`config.mk`:
```
export PLATFORM = sky130hd
export DESIGN_NAME = dma_cfg_regs_flat
export DESIGN_NICKNAME = d
export VERILOG_FILES = /design/src/rtl/dma_cfg_regs_pkg.sv /design/src/rtl/dma_cfg_regs_if.sv /design/src/rtl/dma_cfg_decode.sv /design/src/rtl/dma_cfg_regs.sv /design/src/flat_wrapper.sv
export SDC_FILE = /design/constraint.sdc
export NUM_CORES = 1
export LEC_CHECK = 0
export CAP_MARGIN = 20
export CORE_MARGIN = 2
export CORE_UTILIZATION = 45
export CTS_CLUSTER_SIZE = 16
export DETAILED_ROUTE_END_ITERATION = 8
export PLACE_DENSITY = 0.86
export SETUP_SLACK_MARGIN = 0.3
export SLEW_MARGIN = 30
export SYNTH_ARGS = -nofsm -noshare
export SYNTH_HDL_FRONTEND = slang
export SYNTH_SLANG_ARGS = --single-unit
```
`constraint.sdc`:
```
create_clock -name hclk -period 5.42 [get_ports hclk]
set_input_delay 1.626 -clock hclk [delete_from_list [all_inputs] [get_ports hclk]]
set_output_delay 1.626 -clock hclk [all_outputs]
set_load 0.05 [all_outputs]
```
`src/rtl/dma_cfg_regs_pkg.sv`:
```
// rtl/dma_cfg_regs_pkg.sv - register map, bit indices and channel state for the DMA config block
package dma_cfg_regs_pkg;

  // Byte offsets of the mapped registers inside the window
  localparam logic [7:0] CTRL_OFF   = 8'h00;
  localparam logic [7:0] STATUS_OFF = 8'h04;
  localparam logic [7:0] SRC_OFF    = 8'h08;
  localparam logic [7:0] DST_OFF    = 8'h0C;
  localparam logic [7:0] LEN_OFF    = 8'h10;
  localparam logic [7:0] ID_OFF     = 8'h14;

  // Positions in the one-hot register select vector
  localparam int SEL_CTRL   = 0;
  localparam int SEL_STATUS = 1;
  localparam int SEL_SRC    = 2;
  localparam int SEL_DST    = 3;
  localparam int SEL_LEN    = 4;
  localparam int SEL_ID     = 5;
  localparam int NUM_REGS   = 6;

  // CTRL bits
  localparam int CTRL_START_BIT  = 0;
  localparam int CTRL_IRQ_EN_BIT = 1;

  // STATUS bits
  localparam int ST_BUSY_BIT = 0;
  localparam int ST_DONE_BIT = 1;
  localparam int ST_ERR_BIT  = 2;
  localparam int ST_OVR_BIT  = 3;

  typedef enum logic {
    CH_IDLE = 1'b0,
    CH_RUN  = 1'b1
  } dma_ch_state_t;

endpackage

```
`src/rtl/dma_cfg_regs_if.sv`:
```
// rtl/dma_cfg_regs_if.sv - cfg access bus between the AHB-Lite slave and the register file
interface dma_cfg_regs_if #(
  parameter int ADDR_W = 32,
  parameter int DATA_W = 32
);
  logic [ADDR_W-1:0] c_ad_i;
  logic              c_we_i;
  logic              c_cs_i;
  logic [DATA_W-1:0] c_wd_i;
  logic [DATA_W-1:0] c_rd_o;

  modport master (
    output c_ad_i, c_we_i, c_cs_i, c_wd_i,
    input  c_rd_o
  );

  modport slave (
    input  c_ad_i, c_we_i, c_cs_i, c_wd_i,
    output c_rd_o
  );
endinterface

```
`src/rtl/dma_cfg_decode.sv`:
```
// rtl/dma_cfg_decode.sv - address decode to one-hot register selects plus read data mux
module dma_cfg_decode
  import dma_cfg_regs_pkg::*;
#(
  parameter int AW  = 32,
  parameter int DW  = 32,
  parameter int LAW = 6
) (
  input  logic [AW-1:0]       addr,
  input  logic [DW-1:0]       ctrl_word,
  input  logic [DW-1:0]       status_word,
  input  logic [DW-1:0]       src_word,
  input  logic [DW-1:0]       dst_word,
  input  logic [DW-1:0]       len_word,
  input  logic [DW-1:0]       id_word,
  output logic [NUM_REGS-1:0] sel,
  output logic [DW-1:0]       rd_data
);

  logic [LAW-1:0] word_addr;
  logic           unused_addr_bits;

  // Byte lane bits and bits above the window do not take part in decode
  assign word_addr        = {addr[LAW-1:2], 2'b00};
  assign unused_addr_bits = ^{addr[AW-1:LAW], addr[1:0]};

  // One-hot select; unmapped offsets leave every select low
  always_comb begin
    sel             = '0;
    sel[SEL_CTRL]   = (word_addr == LAW'(CTRL_OFF));
    sel[SEL_STATUS] = (word_addr == LAW'(STATUS_OFF));
    sel[SEL_SRC]    = (word_addr == LAW'(SRC_OFF));
    sel[SEL_DST]    = (word_addr == LAW'(DST_OFF));
    sel[SEL_LEN]    = (word_addr == LAW'(LEN_OFF));
    sel[SEL_ID]     = (word_addr == LAW'(ID_OFF));
  end

  // AND-OR read mux so unmapped addresses naturally read zero
  always_comb begin
    rd_data = ({DW{sel[SEL_CTRL]}}   & ctrl_word)
            | ({DW{sel[SEL_STATUS]}} & status_word)
            | ({DW{sel[SEL_SRC]}}    & src_word)
            | ({DW{sel[SEL_DST]}}    & dst_word)
            | ({DW{sel[SEL_LEN]}}    & len_word)
            | ({DW{sel[SEL_ID]}}     & id_word);
  end

endmodule

```
`src/rtl/dma_cfg_regs.sv`:
```
// rtl/dma_cfg_regs.sv - DMA channel register file and IDLE/RUN channel controller
module dma_cfg_regs
  import dma_cfg_regs_pkg::*;
#(
  parameter int                       AHB_SLAVE_VOL = 64,
  parameter int                       AHB_ADDR_SIZE = 32,
  parameter int                       AHB_DATA_SIZE = 32,
  parameter int                       LEN_W         = 16,
  parameter logic [AHB_DATA_SIZE-1:0] ID_VALUE      = 32'h0D4A_0001
) (
  input  logic                     hclk,
  input  logic                     hreset,
  dma_cfg_regs_if.slave            cfg,
  output logic                     flow_ready_o,
  output logic [AHB_ADDR_SIZE-1:0] src_addr_o,
  output logic [AHB_ADDR_SIZE-1:0] dst_addr_o,
  output logic [LEN_W-1:0]         len_o,
  output logic                     start_o,
  input  logic                     eng_done_i,
  input  logic                     eng_err_i,
  output logic                     irq_o
);

  localparam int LAW = $clog2(AHB_SLAVE_VOL);

  dma_ch_state_t              state;
  logic                       irq_en;
  logic                       done;
  logic                       err;
  logic                       ovr;
  logic                       busy;
  logic [NUM_REGS-1:0]        sel;
  logic [AHB_DATA_SIZE-1:0]   ctrl_word;
  logic [AHB_DATA_SIZE-1:0]   status_word;
  logic                       wr;
  logic                       start_req;
  logic                       prog_wr;

  assign busy         = (state == CH_RUN);
  assign flow_ready_o = ~busy;
  assign irq_o        = irq_en & (done | err);

  assign wr        = cfg.c_cs_i & cfg.c_we_i;
  assign start_req = wr & sel[SEL_CTRL] & cfg.c_wd_i[CTRL_START_BIT];
  assign prog_wr   = wr & (sel[SEL_SRC] | sel[SEL_DST] | sel[SEL_LEN]);

  // Readback images of CTRL (START always reads 0) and STATUS
  always_comb begin
    ctrl_word                   = '0;
    ctrl_word[CTRL_IRQ_EN_BIT]  = irq_en;
    status_word                 = '0;
    status_word[ST_BUSY_BIT]    = busy;
    status_word[ST_DONE_BIT]    = done;
    status_word[ST_ERR_BIT]     = err;
    status_word[ST_OVR_BIT]     = ovr;
  end

  dma_cfg_decode #(
    .AW  (AHB_ADDR_SIZE),
    .DW  (AHB_DATA_SIZE),
    .LAW (LAW)
  ) u_decode (
    .addr        (cfg.c_ad_i),
    .ctrl_word   (ctrl_word),
    .status_word (status_word),
    .src_word    (AHB_DATA_SIZE'(src_addr_o)),
    .dst_word    (AHB_DATA_SIZE'(dst_addr_o)),
    .len_word    (AHB_DATA_SIZE'(len_o)),
    .id_word     (ID_VALUE),
    .sel         (sel),
    .rd_data     (cfg.c_rd_o)
  );

  // Channel FSM and register updates; W1C is applied first so a same-edge hardware set wins
  always_ff @(posedge hclk) begin
    if (hreset) begin
      state      <= CH_IDLE;
      irq_en     <= 1'b0;
      done       <= 1'b0;
      err        <= 1'b0;
      ovr        <= 1'b0;
      src_addr_o <= '0;
      dst_addr_o <= '0;
      len_o      <= '0;
      start_o    <= 1'b0;
    end else begin
      start_o <= 1'b0;

      if (wr && sel[SEL_CTRL]) begin
        irq_en <= cfg.c_wd_i[CTRL_IRQ_EN_BIT];
      end

      if (wr && sel[SEL_STATUS]) begin
        if (cfg.c_wd_i[ST_DONE_BIT]) done <= 1'b0;
        if (cfg.c_wd_i[ST_ERR_BIT])  err  <= 1'b0;
        if (cfg.c_wd_i[ST_OVR_BIT])  ovr  <= 1'b0;
      end

      case (state)
        CH_IDLE: begin
          if (wr && sel[SEL_SRC]) src_addr_o <= AHB_ADDR_SIZE'(cfg.c_wd_i);
          if (wr && sel[SEL_DST]) dst_addr_o <= AHB_ADDR_SIZE'(cfg.c_wd_i);
          if (wr && sel[SEL_LEN]) len_o      <= cfg.c_wd_i[LEN_W-1:0];
          if (start_req) begin
            if (len_o != '0) begin
              start_o <= 1'b1;
              state   <= CH_RUN;
            end else begin
              done <= 1'b1;
            end
          end
        end
        CH_RUN: begin
          // Programming registers are frozen while the engine owns them
          if (prog_wr || start_req) begin
            ovr <= 1'b1;
          end
          if (eng_err_i) begin
            err   <= 1'b1;
            state <= CH_IDLE;
          end else if (eng_done_i) begin
            done  <= 1'b1;
            state <= CH_IDLE;
          end
        end
        default: state <= CH_IDLE;
      endcase
    end
  end

endmodule

```
`src/flat_wrapper.sv`:
```
// flat-port wrapper written by rule: the top's interface ports become plain ports
module dma_cfg_regs_flat import dma_cfg_regs_pkg::*;
#(
  parameter int                       AHB_SLAVE_VOL = 64,
  parameter int                       AHB_ADDR_SIZE = 32,
  parameter int                       AHB_DATA_SIZE = 32,
  parameter int                       LEN_W         = 16,
  parameter logic [AHB_DATA_SIZE-1:0] ID_VALUE      = 32'h0D4A_0001
)
  (hclk, hreset, flow_ready_o, src_addr_o, dst_addr_o, len_o, start_o, eng_done_i, eng_err_i, irq_o, cfg_c_ad_i, cfg_c_we_i, cfg_c_cs_i, cfg_c_wd_i, cfg_c_rd_o);
  dma_cfg_regs_if #(.ADDR_W(32), .DATA_W(32)) cfg_i ();
  input  logic hclk;
  input  logic hreset;
  output logic flow_ready_o;
  output logic [AHB_ADDR_SIZE-1:0] src_addr_o;
  output logic [AHB_ADDR_SIZE-1:0] dst_addr_o;
  output logic [LEN_W-1:0] len_o;
  output logic start_o;
  input  logic eng_done_i;
  input  logic eng_err_i;
  output logic irq_o;
  input wire logic [$bits(cfg_i.c_ad_i)-1:0] cfg_c_ad_i;
  input wire logic [$bits(cfg_i.c_we_i)-1:0] cfg_c_we_i;
  input wire logic [$bits(cfg_i.c_cs_i)-1:0] cfg_c_cs_i;
  input wire logic [$bits(cfg_i.c_wd_i)-1:0] cfg_c_wd_i;
  output wire logic [$bits(cfg_i.c_rd_o)-1:0] cfg_c_rd_o;
  assign cfg_i.c_ad_i = cfg_c_ad_i;
  assign cfg_i.c_we_i = cfg_c_we_i;
  assign cfg_i.c_cs_i = cfg_c_cs_i;
  assign cfg_i.c_wd_i = cfg_c_wd_i;
  assign cfg_c_rd_o = cfg_i.c_rd_o;
  dma_cfg_regs #(.AHB_SLAVE_VOL(AHB_SLAVE_VOL), .AHB_ADDR_SIZE(AHB_ADDR_SIZE), .AHB_DATA_SIZE(AHB_DATA_SIZE), .LEN_W(LEN_W), .ID_VALUE(ID_VALUE)) u_core (.hclk(hclk), .hreset(hreset), .cfg(cfg_i), .flow_ready_o(flow_ready_o), .src_addr_o(src_addr_o), .dst_addr_o(dst_addr_o), .len_o(len_o), .start_o(start_o), .eng_done_i(eng_done_i), .eng_err_i(eng_err_i), .irq_o(irq_o));
endmodule
```
==> run summary, run 1 <==
## Global route
- 22,500 um — wire length of the first global-routing pass
- 4,462 — vias in the first global route
- 5.60% — met3 GRT Util
- 46.9% — global routing met2 resource utilization
- 28.1% — All-Layer GR Usage
- 0 — overflow left after global routing
- 0 — antenna violations before repair
- met2 — most utilized layer in the global route result
- 81 — largest net degree at the start of global routing
- 35.7% — met1 track utilization from global routing

## Hold path
- flip-flop to flip-flop — Min-Delay Path Class
- u_core.dst_addr_o[23] — hold wc startpoint
- u_core.dst_addr_o[23] — Hold EP
- 2 — count of cells along the worst hold path

## Setup path
- 4 — number of cells on the worst reg-to-reg path
- u_core.dst_addr_o[24] — reg-to-reg endpoint
- 3790 ps — data required time at the worst endpoint
- clkdlybuf4s50_1 -> buf_4 -> nor2b_1 -> o21ai_0 -> a21oi_1 -> buf_12 — Cell Chain, Critical Path
- 23 — largest driver fanout on the critical path
- 480 ps — stage delay of the slowest cell on the critical path
- output port — Worst Setup End Kind
- primary input to output port — WS Path Type
- primary input — startpoint types
- clkdlybuf4s50_1 — master of the slowest instance on the critical path
- 3360 ps — internal reg-to-reg setup slack
- 3390 ps — Arrival @ worst endpoint
- u_core.busy — startpoint of the worst register-to-register path

## STA
- 880 ps — worst slew pin tran
- 9.54 ps — Final Skew
- 0.199 GHz — Max Freq
- 0 — count of final max-slew check failures
- 0 — hold violation count in the final report
- 0 — final-report setup violation count
- 5020 ps — time the final worst path needs with I/O delays and setup
- 41.3% — worst slew margin relative to its limit
- 92.6% — post-route clock period utilization
- 0 ps — Setup TNS Final
- true — setup repair after global routing missed its margin
- 499 ps — final hold slack

## CTS
- 90 ps — CTS clock-pin slew for the worst setup and hold paths
- done — CTS tree
- 0 — post-cts sizing count
- 0 — Post-CTS Setup Bufs
- clkbuf_8 — CTS Root Cell
- 3 — number of H-tree branching levels
- 0 — hold bufs inserted after CTS
- 2 — CTS Buffer Depth
- 86 — sink count of the clock tree
- 360 ps — insertion delay of the later-clocked pin in the worst-skew pair
- 9 — number of buffers created by CTS

## Routing
- 443 — number of DRC violations after detailed-routing iteration 0
- 6.29 — average via count per standard cell
- 4,673 — via total after detailed routing
- 13,900 um — aggregate routed wire length
- 18.7 um — routed length per instance
- 0 — residual DRC count
- 6 — number of detailed-routing iterations run before antenna repair
- 0 — post-detailed-route count of antenna-violating nets

## Synthesis
- 37 — count of cell types in the netlist
- 502 — Mapped Cells
- 0 — Yosys warning total
- 572 — Post-Synthesis Net Count
- 42.7% — Synth top area share
- dfxtp_1 (43%), a21oi_1 (11%), nand3_1 (10%), o21ai_1 (5.7%), o21ai_0 (5.1%) — most area-consuming cells after synthesis
- 8.04 um^2 — average cell area after synthesis
- 42.7% — sequential element share of the synthesized area
- 0 — number of synthesized flops with an enable pin
- 86 — synthesis-stage register bit count
- dfxtp_1 — dominant synthesized flop cell
- dfxtp_1 — dominant cell type by area after synthesis
- 0% — fraction of registers with async set or reset after synthesis
- 4040 um^2 — Cell Area, Synth

## Place
- 156 — count of port buffers added during placement
- 9410 um — placed wire-length estimate after detailed placement
- 5960 um^2 — area post-placement
- 0.906 — routability congestion estimate
- 727 — Cells after DPL

## Power
- 203 nW/um^2 — P per Cell Area
- 135 uV — Worst VDD drop
- 2.09 nW — static leakage
- 36.1% — clock network fraction of design power
- 12.7% — combinational group share of total power
- 27.1% — proportion of total power due to net switching
- 910 uW — total internal power
- 51.2% — part of the power in registers
- 1.25 mW — post-route total power
- 339 uW — net switching power

## Floorplanning
- 34 — FP Rows
- 46.3% — initial cell density of the core
- 8720 um^2 — placeable core region
- 9740 um^2 — full die area
- 185 — number of placed I/O pins
- 98.7 um — vertical extent of the die
- 98.7 um — Die Width

## Final layout
- 648 — # fillers
- 11.3% — fraction of final layout cells with drive strength greater than 1
- 52.6% — Area Overhead vs Synth
- 2000 um^2 — area of the multi-input gates
- 1720 um^2 — register area
- 700 — number of nets in the layout
- 743 — Final Instance Count excl. Fillers
- 0 — Antenna diodes
- 6160 um^2 — final std cell area, no fill

## Job
- 0 — max-cap violation count

## Run status
- finished clean — run status

per-stage QoR:
stage                     worst slack, ps  utilization [%]
after floorplan                       375                -
after global placement                346             68.4
after detailed placement              319             68.4
after CTS                             307             70.6
after global routing                  284             70.6
final                                 400             70.6
cell type report:
type / count / area share (%)
multi-input combinational: 344 / 32.5
clock buffer: 11 / 2.13
sequential: 86 / 27.9
tap: 108 / 2.19
inverter: 15 / 0.914
clock inverter: 5 / 0.975
timing repair buffer: 174 / 33.3
worst max-delay path, delay by kind of cell:
kind	cells	cell delay (ps)
compound gates	2	490
buf+inv	3	910
simple gates	1	370
per-layer routing:
layer | part of all wire, % | vias to the layer above | wire length (um)
met1 | 38 | 2213 | 5340
li1 | - | 2124 | -
met5 | 0 | - | 0
met3 | 9.2 | 41 | 1280
met2 | 50 | 295 | 6900
met4 | 2.8 | 0 | 384
cells by family (layout without fill, tap and decap cells):
group | after synthesis | after routing | share of synthesized area (%)
AND/OR/NAND/NOR | 127 | 127 | 18.3
multiplexers | 1 | 1 | 0.248
AO/OA/AOI/OAI | 216 | 216 | 30.5
flip-flops | 86 | 86 | 42.7
buffers and inverters | 72 | 205 | 8.25
power groups by stage:
stage          combinational [mW]  clock, mW  sequential (mW)
5_1_grt                     0.167      0.479            0.641
2_1_floorplan              0.0673          0            0.668
3_5_place_dp                0.155          0            0.655
3_3_place_gp                0.152          0            0.654
6_report                    0.158      0.451            0.640
4_1_cts                     0.156      0.450            0.640
sequential cells by signal, summed over array words and instances (netlist names):
| register | cells |
|---|---|
| u_core.irq_en | 1 |
| u_core.len_o | 16 |
| u_core.done | 1 |
| u_core.start_o | 1 |
| u_core.dst_addr_o | 32 |
| u_core.src_addr_o | 32 |
| u_core.ovr | 1 |
| u_core.err | 1 |
| u_core.busy | 1 |
cell usage in the layout (no fill, tap or decap), types with 3 or more instances in the layout:
| master | n |
|---|---|
| o21ai_0 | 41 |
| nor2b_1 | 4 |
| nand3b_1 | 3 |
| and3b_1 | 6 |
| o21ai_1 | 46 |
| nand2_1 | 8 |
| nor2_1 | 5 |
| nand3_1 | 81 |
| buf_12 | 35 |
| dfxtp_1 | 86 |
| buf_4 | 15 |
| clkdlybuf4s50_1 | 122 |
| a222oi_1 | 12 |
| o31ai_1 | 4 |
| nor4_1 | 5 |
| clkbuf_8 | 9 |
| a22oi_1 | 5 |
| a21oi_1 | 90 |
| a22o_1 | 10 |
| inv_1 | 15 |
how the worst max path moves through the flow:
stage,slack (ps),end,startpoint,depth (start not counted)
floorplan,380,cfg_c_rd_o[1],cfg_c_ad_i[2],5
global placement,350,cfg_c_rd_o[9],cfg_c_ad_i[2],6
detailed placement,320,cfg_c_rd_o[9],cfg_c_ad_i[2],6
CTS,310,cfg_c_rd_o[9],cfg_c_ad_i[2],6
global route,280,cfg_c_rd_o[27],cfg_c_ad_i[4],6
finish,400,cfg_c_rd_o[19],cfg_c_ad_i[4],6
synthesized netlist by cell type (7+ instances only):
cell type   n
a21oi_1    90
dfxtp_1    86
nand3_1    81
o21ai_1    46
o21ai_0    41
clkbuf_1   37
inv_1      15
a222oi_1   12
buf_2      11
a22o_1     10
nand2_1     8
and3b_1     7
(Power assumes the default switching activity.)
==> run 2: changes to the inputs <==
--- a/config.mk
+++ b/config.mk
@@ -5,12 +5,13 @@
 export SDC_FILE = /design/constraint.sdc
 export NUM_CORES = 1
 export LEC_CHECK = 0
+export ABC_AREA = 1
 export CAP_MARGIN = 20
 export CORE_MARGIN = 2
-export CORE_UTILIZATION = 45
+export CORE_UTILIZATION = 44
 export CTS_CLUSTER_SIZE = 16
 export DETAILED_ROUTE_END_ITERATION = 8
-export PLACE_DENSITY = 0.86
+export PLACE_DENSITY = 0.87
 export SETUP_SLACK_MARGIN = 0.3
 export SLEW_MARGIN = 30
 export SYNTH_ARGS = -nofsm -noshare
==> run summary, run 2 <==
## Synthesis
- dfxtp_1 — dominant cell type by area after synthesis
- nor2_1 — most instantiated library cell after synthesis
- nor2_1 (171), dfxtp_1 (86), nand2_1 (81) — most used standard cells in the synthesized netlist
- 602 — Post-Synthesis Net Count
- dfxtp_1 (46%), nor2_1 (17%), nand2_1 (8.1%), o21ai_1 (7.4%), nand3_1 (3.8%) — most area-consuming cells after synthesis
- 3730 um^2 — Cell Area, Synth
- dfxtp_1 — dominant synthesized flop cell
- 0% — fraction of registers with async set or reset after synthesis
- 46.1% — Synth top area share
- 7.02 um^2 — average cell area after synthesis
- 46.1% — sequential element share of the synthesized area
- 86 — synthesis-stage register bit count
- 532 — Mapped Cells
- 0 — number of synthesized flops with an enable pin
- 0 — Yosys warning total
- 24 — count of cell types in the netlist

## Place
- 0.841 — routability congestion estimate
- 8240 um — placed wire-length estimate after detailed placement
- 156 — count of port buffers added during placement
- 766 — Cells after DPL
- 428 ps — pre-CTS setup slack

## Setup path
- output port — Worst Setup End Kind
- primary input to output port — WS Path Type
- 3370 ps — Arrival @ worst endpoint
- primary input — startpoint types
- 3 — number of buffers and inverters on the critical path
- 3790 ps — data required time at the worst endpoint
- nor2_4 — most used cell along the critical path
- buffers and inverters — Top Family by Delay on Critical Path
- 12 — largest driver fanout on the critical path
- clkdlybuf4s50_1 — master of the slowest instance on the critical path
- 480 ps — stage delay of the slowest cell on the critical path
- clkdlybuf4s50_1 -> nor2_4 -> nand2_2 -> nor2_4 -> buf_4 -> nand2_1 -> nand3_1 -> buf_12 — Cell Chain, Critical Path

## Power
- 143 uV — Worst VDD drop
- 2.20 nW — static leakage
- 225 nW/um^2 — P per Cell Area

## Hold path
- flip-flop to flip-flop — Min-Delay Path Class

## Floorplanning
- 8220 um^2 — placeable core region
- 185 — number of placed I/O pins
- 96.1 um — Die Width
- 96.1 um — vertical extent of the die
- 33 — FP Rows
- 9240 um^2 — full die area
- 45.4% — initial cell density of the core

## Global route
- 86 — largest net degree at the start of global routing
- 0 — antenna violations before repair
- 4,016 — vias in the first global route
- 0 — overflow left after global routing
- 26.4% — All-Layer GR Usage
- 18,800 um — wire length of the first global-routing pass

## Final layout
- 71.1% — share of the core filled with cells in the final layout
- 0 — Antenna diodes
- 634 — # fillers
- 742 — number of nets in the layout
- u_core.dst_addr_o: 32 flops, u_core.src_addr_o: 32 flops, u_core.len_o: 16 flops — biggest regs
- nor2_1 — most common cell after layout, fill and taps aside
- 1720 um^2 — register area
- 782 — Final Instance Count excl. Fillers
- 56.4% — Area Overhead vs Synth
- 1780 um^2 — area of the multi-input gates
- 11.1% — fraction of final layout cells with drive strength greater than 1
- nor2_1 (171), clkdlybuf4s50_1 (124), dfxtp_1 (86) — commonest non-fill, non-tap cells in the layout

## CTS
- done — CTS tree
- 0 — post-cts sizing count
- 3 — number of H-tree branching levels
- 9 — number of buffers created by CTS
- clkbuf_8 — CTS Root Cell
- 86 — sink count of the clock tree
- 2 — CTS Buffer Depth
- 0 — Post-CTS Setup Bufs
- 0 — hold bufs inserted after CTS
- 80 ps — CTS clock-pin slew for the worst setup and hold paths
- 350 ps — insertion delay of the later-clocked pin in the worst-skew pair

## Routing
- 4,107 — via total after detailed routing
- 199 — number of DRC violations after detailed-routing iteration 0
- 12,000 um — aggregate routed wire length
- 15.4 um — routed length per instance
- 5 — number of detailed-routing iterations run before antenna repair
- 0 — residual DRC count
- 5.25 — average via count per standard cell
- 0 — post-detailed-route count of antenna-violating nets

## STA
- 428 ps — post-route setup slack
- 48.2% — worst slew margin relative to its limit
- 92.1% — post-route clock period utilization
- 0 ps — Setup TNS Final
- 775 ps — worst slew pin tran
- 0 — final-report setup violation count
- false — setup repair after global routing missed its margin
- 4990 ps — time the final worst path needs with I/O delays and setup
- 0.200 GHz — Max Freq
- 0 — count of final max-slew check failures
- 6.85 ps — Final Skew
- 0 — hold violation count in the final report

## Run status
- finished clean — run status

## Job
- 0 — max-cap violation count

-- run 2: cell types whose count changed in the layout (fill, tap and decap cells not counted), sizes merged, moves of 5 or more --
| cell | change |
|---|---|
| a22oi | -5 |
| buf | -16 |
| nand3 | -53 |
| a21oi | -86 |
| and3b | -7 |
| nand2 | +77 |
| a222oi | -12 |
| nor4 | -5 |
| nor2 | +180 |
-- run 2: cell type report --
cell class | instances | share of cell area (%)
repair buffers | 159 | 32.8
inverters | 16 | 1.14
well taps | 105 | 2.25
clock buffers | 9 | 2.12
flip-flops and latches | 86 | 29.5
clock inverters | 7 | 1.78
multi-input cells | 400 | 30.4
-- run 2: path summary, 6_finish.rpt --
check | endpoint | depth (start not counted) | startpoint | slack [ps]
worst max-delay path | cfg_c_rd_o[10] | 8 | cfg_c_ad_i[5] | 430
worst min-delay path | u_core.err | 2 | u_core.err | 470
worst max register to register | u_core.src_addr_o[30] | 5 | u_core.busy | 3210
worst min register to register | u_core.err | 2 | u_core.err | 470
-- run 2: kinds of logic (layout without fill, tap and decap cells) --
logic type,count (synthesis),in the layout,share of synthesized area [%]
DFF,86,86,46.1
buffers and inverters,46,191,6.30
AOI/OAI and AO/OA,99,99,14.4
and+or+nand+nor,301,301,33.2
-- run 2: power breakdown --
group / total (mW) / switching, mW / internal (mW)
clock: 0.511 / 0.245 / 0.266
sequential: 0.646 / 0.00673 / 0.639
combinational: 0.157 / 0.0923 / 0.0647
total: 1.31 / 0.344 / 0.970
-- run 2: layer usage --
layer / wire [um] / share of wire (%) / vias up / GRT usage (%)
met5: 0 / 0 / - / 0
met1: 4740 / 39 / 1914 / 30.5
met3: 826 / 6.9 / 23 / 4.62
met2: 6180 / 51 / 169 / 47.3
li1: - / - / 2001 / -
met4: 301 / 2.5 / 0 / 12.0
-- run 2: worst reg2reg max path, delay by kind of cell (launching register included) --
| family | cells | cell delay [ps] |
|---|---|---|
| flops | 1 | 390 |
| buf+inv | 1 | 740 |
| simple gates | 4 | 1010 |
-- run 2: through the flow --
stage | area (um^2) | hold slack [ps] | total power, mW
3_5_place_dp | 5610 | 456 | 0.816
5_1_grt | 5840 | 518 | 1.36
3_3_place_gp | 5610 | 453 | 0.813
2_1_floorplan | 3730 | 433 | 0.742
4_1_cts | 5840 | 468 | 1.32
6_report | 5840 | 473 | 1.31
